$ cat src/rtl/bp_pkg.sv
// Shared branch-predictor definitions: 2-bit counter encodings and the
// pattern-history-table control states.
package bp_pkg;

  typedef enum logic [1:0] {
    STRONGLY_NOT = 2'd0,
    WEAKLY_NOT   = 2'd1,
    WEAKLY_YES   = 2'd2,
    STRONGLY_YES = 2'd3
  } counter_t;

  localparam counter_t COUNTER_RESET = WEAKLY_NOT;

  typedef enum logic {
    IDLE  = 1'b0,
    CLEAR = 1'b1
  } bht_state_t;

endpackage

$ cat src/rtl/branch_history_table_two_bits_fsm.sv
// TWO_BITS_FSM: next value of a 2-bit saturating branch counter given the
// resolved outcome.
module two_bits_fsm
  import bp_pkg::*;
(
  input  counter_t state,
  input  logic     taken,
  output counter_t next_state
);

  always_comb begin
    // NOTE: default first so every path assigns next_state and no latch is inferred.
    next_state = state;
    unique case (state)
      STRONGLY_NOT: next_state = taken ? WEAKLY_NOT   : STRONGLY_NOT;
      WEAKLY_NOT:   next_state = taken ? WEAKLY_YES   : STRONGLY_NOT;
      WEAKLY_YES:   next_state = taken ? STRONGLY_YES : WEAKLY_NOT;
      STRONGLY_YES: next_state = taken ? STRONGLY_YES : WEAKLY_YES;
    endcase
  end

endmodule

$ cat src/rtl/branch_history_table.sv
// Pattern history table of 2-bit counters with optional gshare indexing,
// a sequenced table clear and a saturating misprediction counter.
module branch_history_table
  import bp_pkg::*;
#(
  parameter int INDEX_BITS = 6,
  parameter bit USE_GSHARE = 1'b1,
  parameter int CNT_BITS   = 16
) (
  input  logic                  clk,
  input  logic                  rst_n,
  input  logic [31:0]           pred_pc,
  output logic                  pred_taken,
  output logic [INDEX_BITS-1:0] pred_index,
  input  logic                  upd_valid,
  input  logic [INDEX_BITS-1:0] upd_index,
  input  logic                  upd_taken,
  input  logic                  upd_pred_taken,
  input  logic                  clear,
  output logic                  busy,
  output logic [CNT_BITS-1:0]   mispredict_count
);

  localparam int DEPTH = 2 ** INDEX_BITS;

  bht_state_t            state_q, state_d;
  counter_t              table_q [DEPTH];
  counter_t              upd_next;
  logic [INDEX_BITS-1:0] ptr_q;
  logic [INDEX_BITS-1:0] ghr_q;
  logic                  upd_fire;
  logic                  sweep_done;
  logic                  unused_pc;

  assign unused_pc  = ^{pred_pc[31:INDEX_BITS+2], pred_pc[1:0]};
  assign pred_index = pred_pc[INDEX_BITS+1:2] ^ ghr_q;
  assign upd_fire   = (state_q == IDLE) && upd_valid;
  assign sweep_done = (state_q == CLEAR) && (ptr_q == '1);

  two_bits_fsm u_two_bits_fsm (
    .state      (table_q[upd_index]),
    .taken      (upd_taken),
    .next_state (upd_next)
  );

  // State register
  always_ff @(posedge clk or negedge rst_n) begin
    // NOTE: sequential state uses non-blocking assignments so every register samples pre-edge values.
    if (!rst_n) state_q <= IDLE;
    else        state_q <= state_d;
  end

  // Next-state logic
  always_comb begin
    state_d = state_q;
    unique case (state_q)
      IDLE:  if (clear)      state_d = CLEAR;
      CLEAR: if (sweep_done) state_d = IDLE;
    endcase
  end

  // Outputs: the table is not trusted while being swept
  always_comb begin
    busy       = (state_q == CLEAR);
    pred_taken = !busy && table_q[pred_index][1];
  end

  // Table: update port in IDLE, sequential reinitialisation in CLEAR
  always_ff @(posedge clk or negedge rst_n) begin
    if (!rst_n) begin
      // NOTE: the table is a register array, so it can and must be reset like any other flop.
      for (int i = 0; i < DEPTH; i++) table_q[i] <= COUNTER_RESET;
    end else if (state_q == CLEAR) begin
      table_q[ptr_q] <= COUNTER_RESET;
    end else if (upd_fire) begin
      table_q[upd_index] <= upd_next;
    end
  end

  always_ff @(posedge clk or negedge rst_n) begin
    if (!rst_n) begin
      ptr_q            <= '0;
      mispredict_count <= '0;
    end else if (state_q == CLEAR) begin
      ptr_q <= ptr_q + INDEX_BITS'(1);
    end else if (clear) begin
      ptr_q            <= '0;
      mispredict_count <= '0;
    end else if (upd_fire && (upd_taken != upd_pred_taken) && (mispredict_count != '1)) begin
      mispredict_count <= mispredict_count + CNT_BITS'(1);
    end
  end

  generate
    if (USE_GSHARE) begin : g_ghr
      // History is non-speculative: shifted only by resolved branches.
      always_ff @(posedge clk or negedge rst_n) begin
        if (!rst_n)          ghr_q <= '0;
        else if (sweep_done) ghr_q <= '0;
        else if (upd_fire)   ghr_q <= {ghr_q[INDEX_BITS-2:0], upd_taken};
      end
    end else begin : g_no_ghr
      assign ghr_q = '0;
    end
  endgenerate

endmodule
$ cat config.mk
export PLATFORM = sky130hd
export DESIGN_NAME = branch_history_table
export DESIGN_NICKNAME = d
export VERILOG_FILES = /design/src/rtl/bp_pkg.sv /design/src/rtl/branch_history_table_two_bits_fsm.sv /design/src/rtl/branch_history_table.sv
export SDC_FILE = /design/constraint.sdc
export NUM_CORES = 1
export LEC_CHECK = 0
export ABC_CLOCK_PERIOD_IN_PS = 4200
export CAP_MARGIN = 20
export CORE_MARGIN = 10
export CORE_UTILIZATION = 49
export DETAILED_ROUTE_END_ITERATION = 10
export HOLD_SLACK_MARGIN = 0.06
export PLACE_DENSITY = 0.82
export SLEW_MARGIN = 20
export SYNTH_ARGS = -nofsm -noshare
export SYNTH_HDL_FRONTEND = slang
export SYNTH_HIERARCHICAL = 1
export SYNTH_SLANG_ARGS = --single-unit
$ cat constraint.sdc
create_clock -name clk -period 4.2 [get_ports clk]
set_clock_uncertainty 0.2 [all_clocks]
set_input_delay 1.26 -clock clk [delete_from_list [all_inputs] [get_ports clk]]
set_output_delay 1.26 -clock clk [all_outputs]
set_load 0.02 [all_outputs]
==> flow_summary.yaml <==
die:
  dieArea_um2: 24500
  rows: 49
  pin_count: 68
  core_area_um2: 18150
  start_util: 0.5032
  dieHeight_um: 156.5
  die_w_um: 156.5
finish:
  final_nets: 1184
  utilization: 0.6031
  antenna_cells: 0
  fin_cells: 1380
  area_delta_synth_final_pct: 19.85
  final_area_um2: 10950
  drive_above_1_share: 0.2215
logic_synthesis:
  syn_nets: 1113
  avgSynthCellArea_um2: 8.559
  syn-instance-count: 1067
  synth_edf_count: 0
  synth_cell_types: 54
  async_flop_share: 1.000
  ys_warn_count: 6
  synth_flop_cell: "dfrtp_1"
  yosys_register_bits: 157
  syn_area_um2: 9133
  yosysSeqAreaShare: 0.4390
place:
  port_buffers: 41
  placed_area_um2: 10270
  place.gp.congestion: 1.026
  dpl.hpwl_um: 21710
  dp.cells: 1343
  dp_slack_ns: -1.289
sta:
  slew-limit-headroom: 0.2226
  slew_violations: 0
  final_hold_viol_count: 0
  finalCritPeriodShare: 1.088
  setup_viol_count_final: 1
  fmax_mhz: 218.8
  layout_setup_ws_ns: -0.3708
  rsz0062_at_grt: "true"
  worstMarginPinSlew_ns: 1.162
  fin_setup_tns_ns: -0.3708
  fin_crit_ns: 4.571
global_route:
  grt_pass1_wl_um: 48120
  first_global_vias: 8298
  antenna_found_initial: 0
  grt_overflow: 0
  grt_max_degree: 76
  grt.total_usage: 0.2548
route:
  vias_per_cell: 6.464
  ant_nets: 0
  via_count: 8921
  totalWireLength_um: 31220
  wl_per_cell_um: 22.63
  drc: 0
  dr.pass1.iters: 6
  drt_iter0_drc: 1217
pwr:
  cellPowerDensity_nw_per_um2: 519.9
  peakVddDrop_v: 0.0004178
  p_leak_nw: 4.588
critical_path:
  path_class: "in2out"
  slowest_delay_ns: 0.50
  crit_required_ns: 2.74
  path_cells: "buf_8 > xor2_4 > buf_6 > mux4_2 > a22o_1 > a221oi_2 > mux2i_1 > a31o_1 > buf_6"
  crit_path_frequent_cell: "buf_6"
  cp_max_fo: 5
  arrival_ns: 3.11
  slowest_stage: "mux4_2"
  path_buf_inv: 3
  end_kind: "output port"
  startpoint_type: "input pin"
  crit_family: "multiplexers"
clock_tree:
  clk_pin_slew_ns: 0.07
  htreeDepth: 4
  cts_tree: "yes"
  clock_path_buffers: 2
  clk_latency_ns: 0.44
  hold_buffers: 0
  cts_made_buffers: 17
  clock-sinks: 157
  cts_root_buf: "clkbuf_16"
status:
  status: "finished with violations"
  violations: "setup timing"
run:
  cap_viol_max_count: 0
worst_hold_path:
  hold_path.class: "reg2reg"
## cells in the final DEF (no fill, tap or decap), types with 7 or more instances in the layout
| master | n |
|---|---|
| dfrtp_1 | 93 |
| mux2i_1 | 22 |
| o21ai_0 | 74 |
| xor2_1 | 17 |
| nand2_1 | 257 |
| a22o_1 | 11 |
| inv_6 | 7 |
| buf_12 | 7 |
| clkbuf_16 | 17 |
| nand3_1 | 81 |
| dfstp_2 | 64 |
| mux2_2 | 9 |
| buf_4 | 82 |
| and3_1 | 9 |
| a21oi_1 | 105 |
| mux4_2 | 29 |
| a22oi_1 | 9 |
| o22ai_1 | 7 |
| nor2_1 | 104 |
| clkdlybuf4s50_1 | 30 |
## power by group
part / internal [W] / switching, W / total, W
Clock: 0.000958 / 0.000709 / 0.00167
Combinational: 0.000769 / 0.00113 / 0.00190
Sequential: 0.00177 / 0.000358 / 0.00213
## path summary, 6_finish.rpt
path	start	to	slack, ns	cells past startpoint
worst max register to register	table_q[95]$_DFFE_PN0P_	table_q[113]$_DFFE_PN0P_	1.19	11
worst min-delay path	ghr_q[5]$_DFFE_PN0P_	ghr_q[5]$_DFFE_PN0P_	0.33	1
min in group asynchronous	rst_n	mispredict_count[0]$_DFFE_PN0P_	0.64	1
worst max-delay path	pred_pc[2]	pred_taken	-0.37	9
max in group asynchronous	rst_n	table_q[92]$_DFFE_PN1P_	2.24	2
worst min register to register	ghr_q[5]$_DFFE_PN0P_	ghr_q[5]$_DFFE_PN0P_	0.33	1
## worst reg2reg max path: stages (launching register included)
cell      delay, ns
dfrtp_1        0.41
nor3b_1        0.15
a311o_1        0.34
a211oi_2       0.31
buf_4          0.19
o22ai_1        0.08
a211oi_1       0.23
nand3_1        0.14
maj3_2         0.41
buf_4          0.25
nand2_1        0.09
o21ai_0        0.09
## metrics by stage
step	hold WS (ns)	total power, W
3_5_place_dp	0.3042	0.003898
5_1_grt	0.3476	0.005880
6_report	0.3253	0.005691
4_1_cts	0.3280	0.005602
3_3_place_gp	0.3063	0.003848
2_1_floorplan	0.2755	0.003089
## registers in the layout (all words and copies together), names as in the netlist
signal / count
table_q: 128
busy: 1
mispredict_count: 16
ghr_q: 6
ptr_q: 6
## metal layers
metal | part of all wire | vias to the layer above | wire length, um | GRT usage
met5 | 0 | - | 0 | 0
met4 | 0.042 | 0 | 1326 | 0.1025
met3 | 0.12 | 122 | 3844 | 0.06853
met2 | 0.46 | 615 | 14290 | 0.3929
met1 | 0.38 | 4315 | 11770 | 0.3341
li1 | - | 3869 | - | -
## cells by family after synthesis
family | synth area share
simple gates | 0.2366
compound gates | 0.1476
flops | 0.4390
buf+inv | 0.03822
mux | 0.1075
xor+xnor | 0.02589
fa+ha+maj | 0.005206
## cells in the mapped netlist (7+ instances only)
master / count / area (um2)
nand2_1: 257 / 964.7
dfrtp_1: 93 / 2327
and3_1: 9 / 56.30
nor3_1: 7 / 35.03
xor2_1: 18 / 157.7
a221oi_1: 8 / 70.07
a21oi_1: 105 / 525.5
mux2_2: 9 / 101.4
o22ai_1: 8 / 50.05
buf_2: 12 / 60.06
mux2i_1: 22 / 220.2
a22oi_1: 9 / 67.56
nand3_1: 81 / 405.4
mux4_2: 27 / 608.1
clkbuf_1: 59 / 221.5
dfstp_2: 64 / 1682
a22o_1: 11 / 96.34
o21ai_0: 74 / 370.4
nor2_1: 107 / 401.6
## layout make-up
type                            instances  area (um2)
Sequential cell                       157        4009
Clock buffer                           17       425.4
Fill cell                            1482        7202
Timing Repair Buffer                  129        1145
Multi-Input combinational cell        825        4850
Inverter                                8       32.53
Tap cell                              229       286.5
Clock inverter                         15       197.7
## what timing repair did
action                     CTS  global route
gates resized for setup     25             4
pin swaps                    3             4
setup endpoints to repair    4            18
setup buffers                4             1
Note: power is estimated with default switching activity, not from simulation.
